File: src/rtl/seq_divider.sv
// Multi-cycle unsigned restoring divider: one quotient bit per clock, trial subtraction
// through a generate/propagate carry chain, start/done handshake.
module seq_divider #(
    parameter int WIDTH = 8
) (
    input  logic             clk,
    input  logic             rst,
    input  logic             start,
    input  logic [WIDTH-1:0] dividend,
    input  logic [WIDTH-1:0] divisor,
    output logic             busy,
    output logic             done,
    output logic [WIDTH-1:0] quotient,
    output logic [WIDTH-1:0] remainder,
    output logic             div_by_zero
);

    // state  | meaning
    // S_IDLE | waiting for start
    // S_RUN  | one restoring iteration per cycle
    // S_DONE | results valid, done pulse
    typedef enum logic [1:0] {S_IDLE, S_RUN, S_DONE} state_t;

    localparam int CW = (WIDTH > 2) ? $clog2(WIDTH) : 1;
    localparam logic [CW-1:0] LAST = CW'(WIDTH - 1);

    state_t           r_state;
    state_t           w_state_nxt;
    logic [WIDTH-1:0] r_q;
    logic [WIDTH-1:0] r_d;
    logic [WIDTH:0]   r_r;
    logic [CW-1:0]    r_count;
    logic [WIDTH-1:0] r_quot;
    logic [WIDTH-1:0] r_rem;
    logic             r_dbz;

    logic             w_div_zero;
    logic             w_last;
    logic [WIDTH:0]   w_a;
    logic [WIDTH:0]   w_b;
    logic [WIDTH:0]   w_g;
    logic [WIDTH:0]   w_p;
    logic [WIDTH+1:0] w_c;
    logic [WIDTH:0]   w_t;
    logic             w_no_borrow;
    logic [WIDTH:0]   w_r_nxt;
    logic [WIDTH-1:0] w_q_nxt;

    assign w_div_zero = (divisor == '0);
    assign w_last     = (r_count == LAST);

    // Shifted partial remainder minus {0,D}, computed as a + ~b + 1.
    assign w_a = {r_r[WIDTH-1:0], r_q[WIDTH-1]};
    assign w_b = ~{1'b0, r_d};
    assign w_g = w_a & w_b;
    assign w_p = w_a ^ w_b;

    always_comb begin
        w_c    = '0;
        w_c[0] = 1'b1;
        for (int i = 0; i <= WIDTH; i++) begin
            w_c[i+1] = w_g[i] | (w_p[i] & w_c[i]);
        end
    end

    assign w_t         = w_p ^ w_c[WIDTH:0];
    assign w_no_borrow = w_c[WIDTH+1];
    assign w_r_nxt     = w_no_borrow ? w_t : w_a;
    assign w_q_nxt     = {r_q[WIDTH-2:0], w_no_borrow};

    always_comb begin
        w_state_nxt = r_state;
        busy        = 1'b0;
        done        = 1'b0;
        case (r_state)
            S_IDLE: begin
                if (start) begin
                    w_state_nxt = w_div_zero ? S_DONE : S_RUN;
                end
            end
            S_RUN: begin
                busy = 1'b1;
                if (w_last) begin
                    w_state_nxt = S_DONE;
                end
            end
            S_DONE: begin
                done        = 1'b1;
                w_state_nxt = S_IDLE;
            end
            default: w_state_nxt = S_IDLE;
        endcase
    end

    always_ff @(posedge clk) begin
        if (rst) begin
            r_state <= S_IDLE;
            r_q     <= '0;
            r_d     <= '0;
            r_r     <= '0;
            r_count <= '0;
            r_quot  <= '0;
            r_rem   <= '0;
            r_dbz   <= 1'b0;
        end else begin
            r_state <= w_state_nxt;
            case (r_state)
                S_IDLE: begin
                    if (start) begin
                        r_dbz <= w_div_zero;
                        if (w_div_zero) begin
                            r_quot <= '1;
                            r_rem  <= dividend;
                        end else begin
                            r_q     <= dividend;
                            r_d     <= divisor;
                            r_r     <= '0;
                            r_count <= '0;
                        end
                    end
                end
                S_RUN: begin
                    r_q     <= w_q_nxt;
                    r_r     <= w_r_nxt;
                    r_count <= r_count + CW'(1);
                    // Results are published on the final iteration so they are valid with done.
                    if (w_last) begin
                        r_quot <= w_q_nxt;
                        r_rem  <= w_r_nxt[WIDTH-1:0];
                    end
                end
                default: ;
            endcase
        end
    end

    assign quotient    = r_quot;
    assign remainder   = r_rem;
    assign div_by_zero = r_dbz;

endmodule
File: config.mk
export PLATFORM = sky130hd
export DESIGN_NAME = seq_divider
export DESIGN_NICKNAME = d
export VERILOG_FILES = /design/src/rtl/seq_divider.sv
export SDC_FILE = /design/constraint.sdc
export NUM_CORES = 1
export LEC_CHECK = 0
export CAP_MARGIN = 10
export CORE_MARGIN = 2
export CORE_UTILIZATION = 40
export CTS_BUF_LIST = sky130_fd_sc_hd__clkbuf_8
export DETAILED_ROUTE_END_ITERATION = 12
export SLEW_MARGIN = 15
export SYNTH_ARGS = -nofsm -noshare
export SYNTH_HDL_FRONTEND = slang
export SYNTH_SLANG_ARGS = --single-unit
File: constraint.sdc
create_clock -name clk -period 4.5 [get_ports clk]
set_clock_uncertainty 0.2 [all_clocks]
set_input_delay 0.9 -clock clk [delete_from_list [all_inputs] [get_ports clk]]
set_output_delay 0.9 -clock clk [all_outputs]
set_load 0.02 [all_outputs]
=== Yosys cells after proc, flatten, opt, wreduce, memory -nomap -nowiden ===
Index checks and enable logic that the tools add are counted.

* Bits of input ports: 19
* Output and inout bits: 19
* Register bits after elaboration: 46

* Muxes and demuxes: 24
* Equality and inequality tests: 7
* Bitwise logic cells: 22
* $add $sub $neg: 1
* Reductions and logical operators: 8

{| class="wikitable"
|+ Operators with widths
! kind !! number
|-
| 8-bit two-way mux || 11
|-
| 8-bit case mux with 2 select lines || 4
|-
| 9-bit AND || 1
|-
| 8-bit NOT with 9-bit output || 1
|-
| 1-bit bitwise OR || 9
|-
| 9-bit bitwise XOR || 1
|-
| 1-bit AND || 8
|-
| 8-bit zero test || 1
|-
| 2-bit != test, second input constant || 4
|-
| 8-bit bitwise XOR || 1
|-
| 2-bit two-way mux || 3
|-
| 3-bit two-way mux || 2
|-
| 3-bit case mux with 2 select lines || 1
|-
| 3-bit AND reduction || 2
|-
| 2-bit case mux with 2 select lines || 1
|-
| 2-bit AND reduction || 2
|-
| 4-bit AND reduction || 1
|-
| 3-bit by 1-bit adder with 3-bit output, second input constant || 1
|-
| 3-bit == test, second input constant || 1
|-
| 2-bit by 1-bit == test with 1-bit output, second input constant || 1
|-
| 2-bit == test, second input constant || 1
|-
| 2-bit zero test || 1
|-
| 1-bit two-way mux || 2
|-
| 2-bit nonzero test || 1
|-
| 1-bit NOT || 1
|}

=== Logic depth before layout (Yosys ltp) ===
Gate-level depths: netlist of run 1.

* Depth after elaboration: 22
* Gate-level depth with buffers: 15

=== Least setup slack after synthesis of run 1 ===
OpenSTA, ideal clock, no wires.

* Kind: reg2reg
* From: reg r_q[7]
* To: reg r_rem[0] (netlist: remainder[0])
* Cell stages (with the launch flop): 15
* Library setup time: 0.091 ns
* Data arrival time: 3.781 ns
* Slack: 0.428 ns
* Clock period less this slack: 4.072 ns
* Required time: 4.209 ns
* Cells stage by stage: dfxtp_1 inv_1 ha_1 fa_1 fa_1 fa_1 fa_1 fa_1 fa_1 inv_1 fa_1 or2_1 buf_2 o211ai_1 a311oi_1

* Longest elaborated chain between the ends: 21
* Elaborated cells on any way between the ends: 23

{| class="wikitable"
|+ Ends and longest elaborated chain
! element !! line !! text
|-
| start, declared || 29 || <nowiki>logic [WIDTH-1:0] r_q;</nowiki>
|-
| start signal, assigned || 115 || <nowiki>r_q <= dividend;</nowiki>
|-
| start signal, assigned || 123 || <nowiki>r_q <= w_q_nxt;</nowiki>
|-
| 9-bit AND / 9-bit bitwise XOR (equally long branches) || 55, 56 ||
|-
| 1-bit bitwise OR || 62 || <nowiki>w_c[i+1] = w_g[i] | (w_p[i] & w_c[i]);</nowiki>
|-
| 1-bit AND || 62 ||
|-
| 1-bit bitwise OR || 62 ||
|-
| 1-bit AND || 62 ||
|-
| 1-bit bitwise OR || 62 ||
|-
| 1-bit AND || 62 ||
|-
| 1-bit bitwise OR || 62 ||
|-
| [... 5 more ...] || n/a ||
|-
| 1-bit bitwise OR || 62 ||
|-
| 1-bit AND || 62 ||
|-
| 1-bit bitwise OR || 62 ||
|-
| 1-bit AND || 62 ||
|-
| 1-bit bitwise OR || 62 ||
|-
| 8-bit two-way mux * || 68 || <nowiki>assign w_r_nxt = w_no_borrow ? w_t : w_a;</nowiki>
|-
| 8-bit two-way mux * || 127 || <nowiki>if (w_last) begin</nowiki>
|-
| 8-bit case mux with 2 select lines * || 107 || <nowiki>case (r_state)</nowiki>
|-
| end signal, assigned || 113 || <nowiki>r_rem <= dividend;</nowiki>
|-
| end signal, assigned || 129 || <nowiki>r_rem <= w_r_nxt[WIDTH-1:0];</nowiki>
|-
| end, declared || 34 || <nowiki>logic [WIDTH-1:0] r_rem;</nowiki>
|}

Every way passes the cells marked *; elsewhere a longest branch is shown, timed or not. The select of a mux whose other input is x is not followed.
A chain may end at the register's enable or synchronous reset.

=== Worst setup path in the final report of run 1 ===
* From: reg r_q[7]
* To: reg r_rem[7] (netlist: remainder[7])

* Longest elaborated chain between the ends: 21
* Elaborated cells on any way between the ends: 23

{| class="wikitable"
|+ Ends and longest elaborated chain
! element !! line
|-
| 9-bit AND / 9-bit bitwise XOR (equally long branches) || 55, 56
|-
| 1-bit bitwise OR * || 62
|-
| 1-bit AND * || 62
|-
| 1-bit bitwise OR * || 62
|-
| 1-bit AND * || 62
|-
| 1-bit bitwise OR * || 62
|-
| 1-bit AND * || 62
|-
| 1-bit bitwise OR * || 62
|-
| [... 5 more ...] || n/a
|-
| 1-bit bitwise OR * || 62
|-
| 1-bit AND || 62
|-
| 1-bit bitwise OR || 62
|-
| 1-bit AND || 62
|-
| 1-bit bitwise OR || 62
|-
| 8-bit two-way mux * || 68
|-
| 8-bit two-way mux * || 127
|-
| 8-bit case mux with 2 select lines * || 107
|}

Marks and branches as above.

==> qor.txt, run 1 <==
CTS tree - done
proportion of layout cells with a drive suffix above 1 - 0.0821
crit-path max FO - 3
Final Slew Violations - 0
R2R Setup Slk - 0.22 ns
FP Rows - 26
clock root buffer - clkbuf_8
port bufs - 37
Max rail drop VDD - 0.197 mV
Syn Nets - 260
maxcap violations - 0
CTS buffer count - 5
main area contributors after synthesis - dfxtp_1 (44%), nor2_1 (9.6%), fa_1 (6.7%)
CP Data Required Time - 4.51 ns
Unique masters post-synth - 34
GP Congestion - 0.769
Worst-path clk slew - 0.09 ns
Main synth FF type - dfxtp_1
Nets - 296
P_leak - 1.03 nW
Async SR Flop Fraction - 0
Fin Setup TNS - 0 ns
first-pass GRT wire length - 8400 µm
DP Area - 0.00254 mm²
Startpoint Class - flip-flop
crit path kind - reg2reg
via count of the first global-routing pass - 1712
grt ovf - 0
Area Overhead vs Synth - 26.4%
final setup vio count - 0
endpoint type of the worst setup path - flip-flop
first-pass detailed-route iteration total - 4
CTS sink cnt - 46
Mapped Area - 0.00210 mm²
H-tree depth - 2
total track usage - 0.182
Worst Hold Class - reg2reg
relative slew slack - 0.650
Tcrit/Tclk final - 0.951
Synth Instances - 231
DRC violations left - 0
cts hold-fix bufs - 0
Post-synth top cells - nor2_1 (54), dfxtp_1 (46), nand2_1 (18)
initial antenna violation count - 0
Slew @ Worst Pin - 0.525 ns
via count - 1721
number of synthesized flops with an enable pin - 0
Fmax achieved - 234 MHz
Antenna Cells - 0
Placed Cells - 330
CP arrival - 4.29 ns
post-CTS setup buffers - 0
top-area cell type share of the netlist area - 0.438
final instance area - 0.00266 mm²
routed len/inst - 14.6 µm
post-cts resize count - 0
pwr dens - 371 mW/mm²
most frequent cell after synthesis - nor2_1
Final Hold Viols - 0
final non-filler cell total - 338
number of top-level pins - 38
WL final - 4940 µm
dominant cell type by area after synthesis - dfxtp_1
worst hold slack - 0.294 ns
flops & latches, synth - 46
Layout Utilization - 0.524
fin crit period - 4.28 ns
total core area - 0.00507 mm²
Die Height - 76.5 µm
clk_lat worst skew - 0.30 ns
DRT antenna net count - 0
die width - 76.5 µm
initial core utilization - 0.414
largest net degree at the start of global routing - 26
HPWL Detailed - 3610 µm
unrepaired setup endpoints after global routing - false
DR iter-0 viols - 119
DIE AREA - 0.00585 mm²
status - completed
vias per inst - 5.09
CTS max path bufs - 2
sequential share of the synthesized area - 0.438
Avg Cell Area, Syn - 9.11 µm²
Yosys warning count - 0
==> registers in the layout (all words and copies together) (netlist names) <==
register     cells
r_state          2
quotient         8
r_d              8
r_r              8
div_by_zero      1
r_count          3
r_q              8
remainder        8
==> per-stage QoR <==
| stage | power (mW) | worst slack [ns] |
|---|---|---|
| global placement | 0.671 | 0.302 |
| global route | 1.04 | 0.0254 |
| detailed placement | 0.674 | 0.225 |
| finish | 0.985 | 0.222 |
| CTS | 0.990 | 0.187 |
| floorplan | 0.600 | 0.428 |
==> kinds of logic (layout without fill, tap and decap cells) <==
group / Yosys count / in the layout / synth area share
adders and majority gates: 10 / 10 / 0.0845
and+or+nand+nor: 103 / 103 / 0.233
muxes: 9 / 9 / 0.0428
AOI/OAI and AO/OA: 39 / 39 / 0.154
DFF: 46 / 46 / 0.438
buffers and inverters: 24 / 61 / 0.0482
==> layout make-up <==
type / count / area (µm²)
Clock inverter: 3 / 43.8
Tap cell: 70 / 87.6
Multi-Input combinational cell: 161 / 1080
Clock buffer: 5 / 68.8
Sequential cell: 46 / 921
Inverter: 10 / 37.5
Timing Repair Buffer: 43 / 415
Fill cell: 505 / 2420
==> per-layer routing <==
metal  global-route usage  part of all wire
met5                    0                 0
met4               0.0709             0.014
met3               0.0344             0.037
met2                0.292              0.46
met1                0.243              0.49
==> critical path: stages, from the launching register on <==
cell and delay [ns]:
dfxtp_1 0.37, inv_1 0.05, ha_1 0.21, fa_1 0.41, fa_1 0.42, fa_1 0.41, fa_1 0.39, fa_1 0.39
fa_1 0.36, inv_1 0.07, fa_1 0.41, mux2i_1 0.21, a211oi_1 0.10, a21o_1 0.19
==> placed cells by master (no fill, tap or decap), types with 2 or more instances in the layout <==
cell type,instances
ha_1,3
nand2_1,18
a21oi_1,7
o221a_1,7
nor3_1,16
buf_4,6
clkdlybuf4s50_1,37
nor4_4,2
a2bb2oi_1,2
nor3b_1,2
mux2i_1,9
dfxtp_1,46
a22o_1,6
clkbuf_8,5
nor2_1,54
fa_1,7
a21o_1,2
nand2b_1,5
inv_1,9
o22ai_1,2
a311oi_1,7
==> report_power, final <==
group / switching, mW / internal, mW / leakage, nW / total, mW
Sequential: 0.0217 / 0.430 / 0.375 / 0.452
Combinational: 0.119 / 0.0984 / 0.592 / 0.217
Clock: 0.150 / 0.167 / 0.0585 / 0.317
Total: 0.290 / 0.695 / 1.03 / 0.985
==> worst paths after layout <==
check / to / cells past startpoint / from
hold reg to reg: div_by_zero / 2 / div_by_zero
setup / recovery: remainder[7] / 13 / r_q[7]
setup reg to reg: remainder[7] / 13 / r_q[7]
hold / removal: div_by_zero / 2 / div_by_zero
Note: power is estimated with default switching activity, not from simulation.
==> run 2: changes to the inputs <==
--- a/config.mk
+++ b/config.mk
@@ -10,7 +10,7 @@
 export CORE_UTILIZATION = 40
 export CTS_BUF_LIST = sky130_fd_sc_hd__clkbuf_8
 export DETAILED_ROUTE_END_ITERATION = 12
-export SLEW_MARGIN = 15
+export SLEW_MARGIN = 20
 export SYNTH_ARGS = -nofsm -noshare
 export SYNTH_HDL_FRONTEND = slang
 export SYNTH_SLANG_ARGS = --single-unit
==> results of run 2 <==
No change in the layout: final DEF, timing and power equal those of run 1.
==> run 3: changes to the inputs <==
--- a/config.mk
+++ b/config.mk
@@ -6,10 +6,13 @@
 export NUM_CORES = 1
 export LEC_CHECK = 0
 export CAP_MARGIN = 10
+export CELL_PAD_IN_SITES_DETAIL_PLACEMENT = 0
+export CELL_PAD_IN_SITES_GLOBAL_PLACEMENT = 1
 export CORE_MARGIN = 2
 export CORE_UTILIZATION = 40
 export CTS_BUF_LIST = sky130_fd_sc_hd__clkbuf_8
 export DETAILED_ROUTE_END_ITERATION = 12
+export PLACE_DENSITY_LB_ADDON = 0.1
 export SLEW_MARGIN = 20
 export SYNTH_ARGS = -nofsm -noshare
 export SYNTH_HDL_FRONTEND = slang
==> qor.txt, run 3 (synthesis gave the netlist of run 1 again) <==
Nets - 295 (-0.34%)
total track usage - 0.178 (-0.00444)
unrepaired setup endpoints after global routing - false
vias per inst - 4.99 (-1.9%)
final setup vio count - 0 (unchanged)
routed len/inst - 14.5 µm (-1.0%)
maxcap violations - 0 (unchanged)
CTS sink cnt - 46 (unchanged)
clk_lat worst skew - 0.30 ns (about the same)
initial antenna violation count - 0 (unchanged)
FP Rows - 26 (unchanged)
Area Overhead vs Synth - 25.0%
clock root buffer - clkbuf_8
P_leak - 1.01 nW (-1.1%)
DRC violations left - 0 (unchanged)
WL final - 4870 µm (-1.3%)
HPWL Detailed - 3420 µm (-5.3%)
CTS buffer count - 5 (unchanged)
DIE AREA - 0.00585 mm² (unchanged)
via count of the first global-routing pass - 1632 (-4.7%)
Final Hold Viols - 0 (unchanged)
proportion of layout cells with a drive suffix above 1 - 0.0749 (-0.00718)
relative slew slack - 0.524 (-0.126)
Fin Setup TNS - 0 ns (unchanged)
Max rail drop VDD - 0.167 mV (-15%)
largest net degree at the start of global routing - 30 (+15%)
CP dominant cell by count - fa_1
port bufs - 37 (unchanged)
post-cts resize count - 0 (unchanged)
reg-to-reg endpoint - remainder[5]
fin crit period - 4.25 ns (-0.0253 ns)
crit-path max FO - 6 (+3)
Slew @ Worst Pin - 0.711 ns (+0.186 ns)
pwr dens - 352 mW/mm² (-5.0%)
DR iter-0 viols - 78 (-34%)
# fillers - 511 (+1.2%)
DRT antenna net count - 0 (unchanged)
critical-path cell list - inv_1, ha_1, fa_1, fa_1, fa_1, fa_1, fa_1, fa_1, inv_1, fa_1, buf_4, nor3_1, a21oi_1, nand2_1, a311oi_1
reg2reg path depth - 15 (+2)
CTS tree - done
GP Congestion - 0.781 (+1.6%)
Layout Utilization - 0.518 (-0.00567)
Antenna Cells - 0 (unchanged)
H-tree depth - 2 (unchanged)
CP arrival - 4.27 ns (-0.02 ns)
endpoint type of the worst setup path - flip-flop
crit path from - r_q[7]
Buf/Inv on CP - 3 (+1)
worst hold slack - 0.295 ns (+0.00143 ns)
CTS max path bufs - 2 (unchanged)
CP Data Required Time - 4.52 ns (about the same)
Worst path slowest cell - fa_1
status - completed
first-pass detailed-route iteration total - 4 (unchanged)
Worst-path clk slew - 0.08 ns (about the same)
die width - 76.5 µm (unchanged)
post-CTS setup buffers - 0 (unchanged)
via count - 1683 (-2.2%)
crit path kind - reg2reg
cell family with most CP delay - adder cells
Die Height - 76.5 µm (unchanged)
cts hold-fix bufs - 0 (unchanged)
Final Slew Violations - 0 (unchanged)
max incr delay on CP - 0.41 ns (about the same)
Startpoint Class - flip-flop
Fmax achieved - 235 MHz (+0.60%)
grt ovf - 0 (unchanged)
Critical R2R Launch - r_q[7]
CP Depth - 15 (+2)
most frequent cells in the layout - nor2_1 (54), dfxtp_1 (46), clkdlybuf4s50_1 (37), nand2_1 (18), nor3_1 (16)
initial core utilization - 0.414 (unchanged)
crit path capture - remainder[5]
R2R Setup Slk - 0.25 ns (+0.03 ns)
Tcrit/Tclk final - 0.945 (-0.00563)
total core area - 0.00507 mm² (unchanged)
number of top-level pins - 38 (unchanged)
Worst Hold Class - reg2reg
most common cell after layout, fill and taps aside - nor2_1
first-pass GRT wire length - 8280 µm (-1.5%)
==> run 3: cell types whose count changed in the layout (fill, tap and decap cells not counted), sizes merged <==
| cell | change |
|---|---|
| bufinv | -1 |
| buf | -1 |
| clkbuf | +1 |
==> run 3: final cells by class <==
type | instances | area, µm² | share of cell area
clock inverter | 2 | 8.76 | 0.00333
tap | 70 | 87.6 | 0.0333
clock buffer | 6 | 82.6 | 0.0314
multi-input combinational | 161 | 1080 | 0.412
sequential | 46 | 921 | 0.350
inverter | 10 | 37.5 | 0.0143
timing repair buffer | 42 | 408 | 0.155
==> run 3: routing by layer <==
| layer | wire [µm] | track usage |
|---|---|---|
| met1 | 2520 | 0.254 |
| met2 | 2090 | 0.263 |
| met3 | 183 | 0.0427 |
| met4 | 73 | 0.0600 |
| met5 | 0 | 0 |
==> run 3: metrics by stage <==
stage	instances	worst slack, ns	total power [mW]	cell area (µm²)
5_1_grt	337	0.0168	0.982	2630
3_5_place_dp	329	0.226	0.674	2530
6_report	337	0.247	0.925	2630
3_3_place_gp	329	0.307	0.673	2530
4_1_cts	337	0.201	0.936	2630
2_1_floorplan	231	0.428	0.600	2100
==> run 3: power breakdown <==
part           internal (mW)  leakage (nW)  switching [mW]  total [mW]
registers              0.430         0.375          0.0215       0.452
clock network          0.122        0.0524           0.136       0.257
logic                 0.0972         0.587           0.119       0.217
total                  0.649          1.01           0.276       0.925
==> run 3: how the worst min path moves through the flow <==
stage,startpoint,end,slack (ns),cells after the start
3_5_place_dp,div_by_zero,div_by_zero,0.28,2
5_1_grt,div_by_zero,div_by_zero,0.32,2
2_1_floorplan,r_count[0],r_count[0],0.26,1
3_3_place_gp,r_count[0],r_count[0],0.28,1
6_report,r_count[0],r_count[0],0.30,1
4_1_cts,r_count[0],r_count[0],0.30,1
